$ cat src/rtl/m_wb_pkg.sv
// Shared definitions for the midgetv Wishbone peripheral controller:
// FSM state encoding, error-flag bit positions and the watchdog counter width.
package m_wb_pkg;

    localparam logic [1:0] IDLE = 2'd0;
    localparam logic [1:0] BUSY = 2'd1;
    localparam logic [1:0] DONE = 2'd2;

    localparam int unsigned NERR   = 3;
    localparam int unsigned DECERR = 0;
    localparam int unsigned TMO    = 1;
    localparam int unsigned STRAY  = 2;

    // Enough bits to hold TIMEOUT itself, so the counter can never wrap.
    function automatic int unsigned cnt_width(input int unsigned tmo);
        return $clog2(tmo + 1);
    endfunction

endpackage

$ cat src/rtl/m_wb_watchdog.sv
// Bus-timeout watchdog: loadable up-counter with a terminal-count flag that
// fires when the counter has reached TIMEOUT-1.
module m_wb_watchdog
    import m_wb_pkg::*;
#(
    parameter int unsigned TIMEOUT = 15
) (
    input  logic CLK_I,
    input  logic nRST_I,
    input  logic clr_i,
    input  logic inc_i,
    output logic tc_o
);

    localparam int unsigned CW = cnt_width(TIMEOUT);

    logic [CW-1:0] cnt_q, cnt_d;

    always_comb begin
        cnt_d = cnt_q;
        if (clr_i) begin
            cnt_d = '0;
        end else if (inc_i) begin
            cnt_d = cnt_q + CW'(1);
        end
    end

    always_ff @(posedge CLK_I or negedge nRST_I) begin
        if (!nRST_I) begin
            cnt_q <= '0;
        end else begin
            cnt_q <= cnt_d;
        end
    end

    assign tc_o = (cnt_q == CW'(TIMEOUT - 1));

endmodule

$ cat src/rtl/m_wb_periphctrl.sv
// Wishbone peripheral-bus controller: one-hot slave decode, registered strobes,
// read-data capture, timeout watchdog and sticky error flags.
module m_wb_periphctrl
    import m_wb_pkg::*;
#(
    parameter int unsigned NSLV    = 3,
    parameter int unsigned ADRBIT0 = 2,
    parameter int unsigned DWIDTH  = 32,
    parameter int unsigned TIMEOUT = 15
) (
    input  logic                   CLK_I,
    input  logic                   nRST_I,
    input  logic                   STB_I,
    input  logic [31:0]            ADR_I,
    output logic                   ACK_O,
    output logic [DWIDTH-1:0]      DAT_O,
    output logic [NSLV-1:0]        s_STB_O,
    input  logic [NSLV-1:0]        s_ACK_I,
    input  logic [NSLV*DWIDTH-1:0] s_DAT_I,
    input  logic                   errclr,
    output logic [NERR-1:0]        errflags
);

    logic [1:0]        state_q, state_d;
    logic [NSLV-1:0]   stb_q, stb_d;
    logic              ack_q, ack_d;
    logic [DWIDTH-1:0] dat_q, dat_d;
    logic [NERR-1:0]   err_q, err_d;

    logic [NSLV-1:0]   sel;
    logic              sel_onehot;
    logic [DWIDTH-1:0] rd_mux;
    logic              slv_hit;
    logic              wd_clr, wd_inc, wd_tc;
    logic              decerr_set, tmo_set, stray_set;
    logic [NERR-1:0]   err_set;
    logic              unused_adr;

    assign sel        = ADR_I[ADRBIT0 +: NSLV];
    assign sel_onehot = ($countones(sel) == 1);
    assign unused_adr = ^ADR_I;

    assign slv_hit   = |(s_ACK_I & stb_q);
    assign stray_set = |(s_ACK_I & ~stb_q);

    // AND-OR read mux; stb_q is one-hot or zero, so no priority is needed.
    always_comb begin
        rd_mux = '0;
        for (int i = 0; i < int'(NSLV); i++) begin
            rd_mux = rd_mux | ({DWIDTH{stb_q[i]}} & s_DAT_I[i*DWIDTH +: DWIDTH]);
        end
    end

    always_comb begin
        state_d    = state_q;
        stb_d      = stb_q;
        ack_d      = 1'b0;
        dat_d      = dat_q;
        wd_clr     = 1'b0;
        wd_inc     = 1'b0;
        decerr_set = 1'b0;
        tmo_set    = 1'b0;
        case (state_q)
            IDLE: begin
                if (STB_I) begin
                    if (sel_onehot) begin
                        stb_d   = sel;
                        wd_clr  = 1'b1;
                        state_d = BUSY;
                    end else begin
                        ack_d      = 1'b1;
                        dat_d      = '0;
                        decerr_set = 1'b1;
                        state_d    = DONE;
                    end
                end
            end
            BUSY: begin
                wd_inc = 1'b1;
                // A slave ACK in the terminal-count cycle takes precedence.
                if (slv_hit) begin
                    dat_d   = rd_mux;
                    ack_d   = 1'b1;
                    stb_d   = '0;
                    state_d = DONE;
                end else if (wd_tc) begin
                    dat_d   = '0;
                    ack_d   = 1'b1;
                    stb_d   = '0;
                    tmo_set = 1'b1;
                    state_d = DONE;
                end
            end
            DONE: begin
                state_d = IDLE;
            end
            default: begin
                stb_d   = '0;
                state_d = IDLE;
            end
        endcase
    end

    always_comb begin
        err_set         = '0;
        err_set[DECERR] = decerr_set;
        err_set[TMO]    = tmo_set;
        err_set[STRAY]  = stray_set;
        // Set events override a simultaneous clear.
        err_d = (errclr ? '0 : err_q) | err_set;
    end

    always_ff @(posedge CLK_I or negedge nRST_I) begin
        if (!nRST_I) begin
            state_q <= IDLE;
            stb_q   <= '0;
            ack_q   <= 1'b0;
            dat_q   <= '0;
            err_q   <= '0;
        end else begin
            state_q <= state_d;
            stb_q   <= stb_d;
            ack_q   <= ack_d;
            dat_q   <= dat_d;
            err_q   <= err_d;
        end
    end

    m_wb_watchdog #(
        .TIMEOUT (TIMEOUT)
    ) u_watchdog (
        .CLK_I  (CLK_I),
        .nRST_I (nRST_I),
        .clr_i  (wd_clr),
        .inc_i  (wd_inc),
        .tc_o   (wd_tc)
    );

    assign ACK_O    = ack_q;
    assign DAT_O    = dat_q;
    assign s_STB_O  = stb_q;
    assign errflags = err_q;

endmodule

$ cat config.mk
export PLATFORM = sky130hd
export DESIGN_NAME = m_wb_periphctrl
export DESIGN_NICKNAME = d
export VERILOG_FILES = /design/src/rtl/m_wb_pkg.sv /design/src/rtl/m_wb_watchdog.sv /design/src/rtl/m_wb_periphctrl.sv
export SDC_FILE = /design/constraint.sdc
export NUM_CORES = 1
export LEC_CHECK = 0
export CAP_MARGIN = 20
export CORE_AREA = 3 3 88 90
export DETAILED_ROUTE_END_ITERATION = 6
export DIE_AREA = 0 0 91 93
export PLACE_DENSITY = 0.81
export SLEW_MARGIN = 20
export SYNTH_ARGS = -nofsm -noshare
export SYNTH_HDL_FRONTEND = slang
export SYNTH_HIERARCHICAL = 1
export SYNTH_SLANG_ARGS = --single-unit
$ cat constraint.sdc
create_clock -name CLK_I -period 2.2 [get_ports CLK_I]
set_input_delay 0.33 -clock CLK_I [delete_from_list [all_inputs] [get_ports CLK_I]]
set_output_delay 0.33 -clock CLK_I [all_outputs]
set_load 0.005 [all_outputs]
== Word level (Yosys, flattened, before mapping) ==
Index checks and enable logic that the tools add are counted.
Widths: inputs -> output; s select.

* Register bits after elaboration: 45
* Bits of input ports: 135
* Output and inout port bits: 39
* Word-level logic and storage cells: 65

* $add $sub $neg: 3
* Equal/unequal tests: 8
* Multiplexer cells: 30
* Bitwise gates (word level): 10
* Reductions and logical operators: 8

{| class="wikitable"
|+ Operators by type and width
! cell !! number
|-
| $mux 32 || 4
|-
| $and 32x32->32 || 3
|-
| $or 32x32->32 || 2
|-
| $pmux 32 s2 || 1
|-
| $mux 3 || 5
|-
| $mux 1 || 11
|-
| $pmux 3 s3 || 1
|-
| $mux 2 || 4
|-
| $mux 4 || 2
|-
| $reduce_and 4->1 || 2
|-
| $and 3x3->3 || 2
|-
| $ne 2x2->1 const B || 3
|-
| $reduce_or 3->1 || 2
|-
| $add 4x1->4 const B || 1
|-
| $eq 4x4->1 const B || 1
|-
| $pmux 2 s2 || 1
|-
| $reduce_bool 2->1 || 2
|-
| $add 2x1->3 || 1
|-
| $eq 3x1->1 const B || 1
|-
| $ne 3x2->1 const B || 1
|-
| $not 3->3 || 1
|-
| $or 3x3->3 || 1
|-
| $add 1x1->2 || 1
|-
| $eq 2x1->1 const B || 1
|-
| other kinds (5) || 5
|}

== Longest topological paths before layout ==
* Depth after elaboration: 7
* Depth in mapped cells: 7
* Depth with buffers taken out: 6

== Hierarchy ==
Netlist, hierarchy kept.

{| class="wikitable"
|+ By module, submodules not included
! module !! times used !! cells each !! area an instance (um^2) !! sequential area each (um^2)
|-
| m_wb_periphctrl || 1 || 193 || 2312.2 || 1026.0
|-
| m_wb_watchdog || 1 || 20 || 220.2 || 100.1
|}

== Worst setup path before layout ==
Ideal clock, no wire load.

* Kind: input -> register
* Start point: input port ADR_I[2]
* End point: register dat_q[13], in the netlist DAT_O[13]
* Setup time: 79 ps
* Arrival: 1785 ps
* Data required time: 2121 ps
* Slack: 335 ps
* Stages on the path: 6
* Path buffers: 2
* Cell sequence: fa_1 nor2b_1 clkbuf_1 clkbuf_1 o211ai_1 mux2i_1

* Longest elaborated chain between the ends: 5

{| class="wikitable"
|+ Ends and longest elaborated chain
! element !! line !! source
|-
| start, declared || m_wb_periphctrl.sv:14 || <nowiki>input logic [31:0] ADR_I,</nowiki>
|-
| $add 1x1->2 (not written as such) || m_wb_periphctrl.sv:40 || <nowiki>assign sel_onehot = ($countones(sel) == 1);</nowiki>
|-
| $add 2x1->3 (not written as such) || m_wb_periphctrl.sv:40 ||
|-
| $eq 3x1->1 || m_wb_periphctrl.sv:40 ||
|-
| $ne 2x2->1 (no source line) || -- ||
|-
| $reduce_and 4->1 (no source line) || -- ||
|-
| end signal, assigned || m_wb_periphctrl.sv:124 || <nowiki>dat_q <= dat_d;</nowiki>
|-
| end, declared || m_wb_periphctrl.sv:27 || <nowiki>logic [DWIDTH-1:0] dat_q, dat_d;</nowiki>
|}

No other way between the ends.
A chain may end at the register's enable or synchronous reset.

== Worst setup path in the final report ==
* Start point: input port ADR_I[2]
* End point: register dat_q[1], in the netlist DAT_O[1]

The elaborated chain is that of the path after synthesis.

==> impl_results.md <==
* Total track usage at 19.0%
* Syn_area_per_cell at 11.9 um^2
* Die H at about 93 um
* R2R Setup Slk at 520 ps
* Max_slew headroom at about 60%
* Post-Syn Area at ~0.0025 mm^2
* Slowest Stage Delay on Critical Path at 580 ps
* Maximum vdd drop at 0.625 mV
* # H-tree levels at 2
* Hold crit path type: input port to asynchronous set/reset pin
* Initial antenna violation count at 0
* DRC viols at 0
* Kind of critical path: input port to register
* Via-to-Cell Ratio at ~5.5
* CTS Root Cell: clkbuf_8
* # hold bufs at CTS at 0
* Most frequent cells in the layout: clkdlybuf4s50_1 (143), dfrtp_1 (45), a222oi_1 (33)
* CORE AREA at 0.00714 mm^2
* Share of cells above drive strength 1 at 9.27%
* Crit path DAT at around 2100 ps
* Fill cells at 630
* Synth warnings at 6
* Die area at between 0.008 and 0.009 mm^2
* Postcts setup bufs at 0
* CTS tree: done
* Net count, final at 493
* # diodes at 0
* Number of distinct library cells after synthesis at 34
* First DRT Iteration DRCs at 202
* Worst path top cell family by delay: buffers and inverters
* Worst path bufs/invs at 2
* Clock Latency Late Sink at 290 ps
* Outcome: complete, no violations
* IO Pins at 174
* TritonCTS Buffers at 5
* Gpl congestion at 0.749
* Post-CTS resize count at 0
* Row cnt at 31
* Critical Path RT at about 2400 ps
* RSZ-0062 raised after global routing: false
* Final period utilization at 85.0%
* Worst hold slack at between 100 and 150 ps
* WL final at 8.17 mm
* Yosys top cell area share at between 40% and 50%
* Clock-pin slew on the worst setup and hold paths at approximately 90 ps
* Number of global-route vias before repair at 2677
* Worst Max-Slew Pin Slew at 575 ps
* Area leader, netlist: dfrtp_1
* Final hold vios at 0
* Crit path launch type: input port
* Pin count of the biggest net entering global routing at 46
* Largest cells by area after synthesis: dfrtp_1 (44%), a222oi_1 (13%), mux2i_1 (13%), o211ai_1 (9.5%), clkbuf_1 (2.7%)
* Post-DP HPWL at around 6.1 mm
* DRT Pass-1 Iters at 4
* Final setup fails at 0
* PwrDens at 917 mW/mm^2
* Die width at between 90 and 100 um
* Slowest cell on crit path: fa_1
* Synthesized Nets at 351
* Max-slew violations at 0
* Clk_skew at 7.02 ps
* Reported max-cap violation count at 0
* Critical Path End Type: register
* First-pass GRT wire length at 13.3 mm
* Starting Density at 35.5%
* Seq/Total Area, Yosys at 44.5%
* Crit path max fanout at 19
* Setup TNS at 0 ps
* CTS sink cnt at 45
* Commonest non-fill, non-tap cell in the layout: clkdlybuf4s50_1
* Buffers added on ports at about 140
* Cells after synthesis at 213
* Area grow syn2layout at 64.5%
* F_max at 535 MHz
* P_leak at 0.00185 uW
* Final ANT Viol Nets at 0
* Synthesized flop and latch total at 45
* Critical path cell sequence: clkdlybuf4s50_1 > fa_1 > nor2b_2 > buf_4 > o211ai_1 > mux2i_1
* Total congestion overflow at 0
* Vias at between 2000 and 3000
* WL/cell at roughly 18 um
* Final Critical Period at between 1500 and 2000 ps
* CTS max path bufs at 2
[synthesized netlist by cell type]
library cell,n
a21bo_2,1
a21oi_1,2
a221o_1,1
a222oi_1,33
a22o_1,3
a32o_1,1
a32o_2,1
a32oi_1,1
and3_1,1
buf_12,3
buf_2,1
buf_6,2
clkbuf_1,18
dfrtp_1,45
dlygate4sd1_1,3
fa_1,1
ha_1,2
inv_1,7
mux2_4,1
mux2i_1,32
nand2_1,1
nand2b_1,2
nand3b_1,2
nand4_1,1
nand4bb_1,1
nor2_1,3
nor2b_1,4
nor3b_2,1
o211ai_1,32
o22ai_1,1
o2bb2ai_1,3
or2b_1,1
or3b_1,1
xnor2_1,1
[metal layers]
layer | track usage, % | share of wire (%)
met5 | 0 | 0
met1 | 22.8 | 41
met3 | 5.87 | 8.4
met4 | 3.02 | 0.69
met2 | 34.0 | 50
[state kept, by name (all words and copies together), names as in the netlist]
| name | cells |
|---|---|
| errflags | 3 |
| DAT_O | 32 |
| s_STB_O | 3 |
| ACK_O | 1 |
| state_q | 2 |
| u_watchdog/cnt_q | 4 |
[report_power, final]
group | switching (uW) | total, uW | internal (uW)
registers | 184 | 1230 | 1050
logic | 919 | 2030 | 1110
clock network | 275 | 559 | 284
[kinds of logic (layout without fill, tap and decap cells)]
| group | after synthesis | count (layout) | synth area share [%] |
|---|---|---|---|
| simple gates | 18 | 18 | 4.74 |
| buf+inv | 34 | 177 | 8.20 |
| mux | 33 | 33 | 13.2 |
| fa+ha+maj | 3 | 3 | 1.78 |
| xor+xnor | 1 | 1 | 0.346 |
| compound gates | 79 | 79 | 27.2 |
| flops | 45 | 45 | 44.5 |
[layout make-up]
type                            count  area (um^2)  area share, %
Clock buffer                        7         96.3           2.31
Clock inverter                      1         5.00          0.120
Inverter                            7         26.3          0.631
Multi-Input combinational cell    134         1200           28.9
Sequential cell                    45         1130           27.0
Tap cell                           99          124           2.97
Timing Repair Buffer              162         1580           38.0
[final timing paths]
check                                            start                      to  depth (start not counted)
worst max-delay path                          ADR_I[2]    DAT_O[1]$_DFFE_PN0P_                          6
worst min register to register  state_q[1]$_DFFE_PN0P_  state_q[0]$_DFFE_PN0P_                          1
min in group CLK_I              state_q[1]$_DFFE_PN0P_  state_q[0]$_DFFE_PN0P_                          1
max in group asynchronous                       nRST_I    DAT_O[2]$_DFFE_PN0P_                          2
worst min-delay path                            nRST_I   DAT_O[25]$_DFFE_PN0P_                          2
worst max register to register  s_STB_O[2]$_DFFE_PN0P_    DAT_O[8]$_DFFE_PN0P_                          4
[worst register-to-register path, cell delays in order (launching register included)]
cell and delay, ps:
dfrtp_1 510, a222oi_1 370, nand2b_2 230, buf_4 250, mux2i_1 230
[metrics by stage]
stage	instances	utilization, %	setup WS (ps)	area (um^2)	total power (uW)
after CTS	455	58.4	321	4170	3860
final	455	58.4	330	4170	3820
after global placement	447	56.9	70.9	4060	3220
after global routing	455	58.4	235	4170	4080
after detailed placement	447	56.9	4.23	4060	3280
after floorplan	213	-	335	2530	2370
Power figures use the tool's default switching activity.
==> edit 1 (config.mk and constraints unchanged) <==
Reset style: synchronous (`nRST_I`), changed in 2 clocked blocks.
--- a/src/rtl/m_wb_watchdog.sv
+++ b/src/rtl/m_wb_watchdog.sv
@@ -25,7 +25,7 @@
         end
     end
 
-    always_ff @(posedge CLK_I or negedge nRST_I) begin
+    always_ff @(posedge CLK_I) begin
         if (!nRST_I) begin
             cnt_q <= '0;
         end else begin
--- a/src/rtl/m_wb_periphctrl.sv
+++ b/src/rtl/m_wb_periphctrl.sv
@@ -110,7 +110,7 @@
         err_d = (errclr ? '0 : err_q) | err_set;
     end
 
-    always_ff @(posedge CLK_I or negedge nRST_I) begin
+    always_ff @(posedge CLK_I) begin
         if (!nRST_I) begin
             state_q <= IDLE;
             stb_q   <= '0;
Function: differs if nRST_I is asserted again (counterexample within 4 cycles, from zero or initial values and one cycle with nRST_I low); with nRST_I held inactive, the same outputs for 10 cycles.
==> edit 1 against the unedited design <==
Largest cell class unchanged; non-clock buffer count is 2 lower; first-iteration DRC count rose by 3.5%; synthesized area fell by 7.1%; critical path depth is the same; critical endpoint is now DAT_O[23]; core utilization decreased by 2.0 points; worst setup slack lost 200 ps; wire length shrank 7.4%; sequential share of layout area is 4.6 points lower; register-to-register slack improved by 40 ps; die area unchanged; design area fell by 3.4%; sequential cell count is the same.
Power is not compared: it rests on default switching activity, and its combinational part moved more than twofold at a synthesized area within 25%.
==> edit 1: results (changes against the unedited design) <==
- Status: finished, final reports clean
- Post-Synth XOR/XNOR Area: 0.003721 (+0.0002629)
- Worst hold-check path type: reg -> reg
- Number of global-route vias before repair: 2504 (-6.5%)
- Setup Skew: 7.514 ps (+0.4921 ps)
- Rel. slew slack: 0.6576 (+0.04122)
- Met3 Resource Use GR: 0.04586 (-0.01287)
- Syn_nets: 361 (+2.8%)
- Fillers: 647 (+2.7%)
- Initial DRC Count: 209 (+3.5%)
- Sequential share of the synthesized area: 0.3828 (-0.06189)
- Critical path arrival: 2270 ps (+190 ps)
- Post-DR vias/cell: 5.359 (-3.2%)
- Routed length on met2: 3.753 mm (-8.0%)
- Total track usage: 0.1744 (-0.01535)
- Dpl cell area: 3926 µm² (-3.4%)
- Ys async rst share: 0 (-1.000)
- Post-Place Worst Slack: -163.6 ps (-167.8 ps)
- Distinct cell type count after synthesis: 31 (-8.8%)
- CP Max Fanout: 22 (+3)
- CP endpoint: DAT_O[23]
- Worst R2R Setup Slack: 560 ps (+40 ps)
- Top cells by area, synth: dfxtp_1, o32ai_2, a222oi_1
- DP HPWL: 5.682 mm (-6.8%)
- First drt pass iteration count: 6 (+2)
- Layout cells sized above 1: 0.1570 (+0.06433)
- Post-synth top cells: dfxtp_1, nand2_1, a222oi_1
- Total wire length: 7.560 mm (-7.4%)
- Nets: 500 (+1.4%)
## edit 1: area by class of cell
class | count | share of cell area
repair buffers | 160 | 0.3963
multi-input cells | 139 | 0.3148
flip-flops and latches | 45 | 0.2240
well taps | 99 | 0.03079
clock buffers | 6 | 0.02053
inverters | 11 | 0.01026
clock inverters | 2 | 0.003421
## edit 1: through the flow
step | std cells | hold slack [ps]
after floorplan | 223 | 461.9
after global placement | 454 | 451.6
after detailed placement | 454 | 465.9
after CTS | 462 | 476.0
after global routing | 462 | 504.3
final | 462 | 471.2
## edit 1: critical path, cell delays in order
cell and delay, ps:
clkdlybuf4s50_1 460, fa_1 550, nor2b_1 210, and3b_2 280, buf_12 170, o32ai_1 260
## edit 1: power by group
| part | switching (W) | internal, W | total [W] |
|---|---|---|---|
| clock | 0.000285 | 0.000255 | 0.000540 |
| combinational | 0.000163 | 0.000265 | 0.000428 |
| sequential | 0.00000942 | 0.000827 | 0.000837 |
| total | 0.000458 | 0.00135 | 0.00181 |
==> edit 2 (config.mk and constraints unchanged) <==
Without the edit above. Set the parameter `DWIDTH` to 40 (it was 32).
--- a/src/rtl/m_wb_periphctrl.sv
+++ b/src/rtl/m_wb_periphctrl.sv
@@ -5,7 +5,7 @@
 #(
     parameter int unsigned NSLV    = 3,
     parameter int unsigned ADRBIT0 = 2,
-    parameter int unsigned DWIDTH  = 32,
+    parameter int unsigned DWIDTH  = 40,
     parameter int unsigned TIMEOUT = 15
 ) (
     input  logic                   CLK_I,
Ports: changed (resized DAT_O and s_DAT_I); port bits go from 174 to 206. The function was not compared with the original's and may differ.
==> edit 2 against the unedited design <==
Power is 14% higher; fmax shrank 7.2%; worst setup slack got worse by 140 ps; wire length is 20% higher; sequential cell count grew 8; design area grew 17%; synthesized area up 18%; combinational power is 20% higher.
==> edit 2: results (changes against the unedited design) <==
- Status: finished, final reports clean
- Syn_nets: 414 (+18%)
- Drt wl/cell: 19.01 µm (+5.9%)
- Metal3 WL: 845 µm (+23%)
- Nets: 578 (+17%)
- R2r startpoint: u_watchdog/cnt_q[0]
- CP Max Fanout: 43 (+24)
- CP max-delay cell: clkdlybuf4s50_1
- Routed length on met2: 5.086 mm (+25%)
- IO Port Bufs: 176 (+22%)
- Top cells by area, synth: dfrtp_1, a222oi_1, mux2i_1
- Worst R2R Setup Slack: 500 ps (-20 ps)
- Register area: 1326 µm² (+18%)
- Largest net degree at the start of global routing: 45 (-2.2%)
- DP HPWL: 7.159 mm (+17%)
- Initial DRC Count: 194 (-4.0%)
- Number of global-route vias before repair: 3132 (+17%)
- Dpl cell area: 4812 µm² (+18%)
- Gpl congestion: 0.8137 (+8.6%)
- Final worst slack: 185.0 ps (-144.5 ps)
- Vias post-DR: 2982 (+18%)
- Post-Place Worst Slack: -31.94 ps (-36.17 ps)
- Met3 Resource Use GR: 0.06356 (+0.004827)
- Post-synth top cells: dfrtp_1, a222oi_1, mux2i_1, o211ai_1, clkbuf_1
- Metal-1 WL: 3.811 mm (+14%)
- GRT met1 Usage: 0.2754 (+0.04768)
- DP Cell Count: 508 (+14%)
- Critical path arrival: 1680 ps (-400 ps)
- Fillers: 576 (-8.6%)
- First-pass GRT wire length: 15.86 mm (+20%)
- First drt pass iteration count: 6 (+2)
- Syn_area_per_cell: 11.91 µm² (+0.14%)
[edit 2: path summary, 6_finish.rpt]
check,to,cells after the start
max,s_STB_O[0],2
min,DAT_O[2],1
max reg2reg,DAT_O[22],7
min reg2reg,errflags[1],1
max in group asynchronous,u_watchdog/cnt_q[2],2
min in group CLK_I,errflags[1],1
[edit 2: report_power, final]
part	internal, W	total, W	switching [W]
logic	0.00129	0.00243	0.00114
registers	0.00123	0.00140	0.000172
clock network	0.000227	0.000528	0.000301
total	0.00274	0.00435	0.00161
[edit 2: final cells by class]
type | count | share of cell area
tap | 99 | 0.02532
multi-input combinational | 158 | 0.2921
timing repair buffer | 191 | 0.3898
clock buffer | 8 | 0.01637
sequential | 53 | 0.2711
inverter | 7 | 0.005371
[edit 2: stage by stage]
step | TNS [ps] | total power (W)
after floorplan | 0 | 0.002798
after global placement | 0 | 0.003779
after detailed placement | -40.95 | 0.003855
after CTS | 0 | 0.004400
after global routing | 0 | 0.004647
final | 0 | 0.004353
[edit 2: logic make-up (layout without fill, tap and decap cells)]
| family | after synthesis | count (layout) | share of synthesized area |
|---|---|---|---|
| adders and majority gates | 3 | 3 | 0.01501 |
| DFF | 53 | 53 | 0.4420 |
| muxes | 41 | 41 | 0.1384 |
| xor gates and xnor gates | 1 | 1 | 0.002920 |
| and+or+nand+nor | 18 | 18 | 0.04003 |
| buffers and inverters | 41 | 206 | 0.08507 |
| AOI/OAI and AO/OA | 95 | 95 | 0.2765 |
[edit 2: worst register-to-register path, delay by kind of cell (launching register included)]
kind                     cells  cell delay [ps]
buffers and inverters        2              370
flip-flops                   1              410
multiplexers                 1              170
adder cells (fa/ha/maj)      1              190
AO/OA/AOI/OAI                1              150
AND/OR/NAND/NOR              2              340
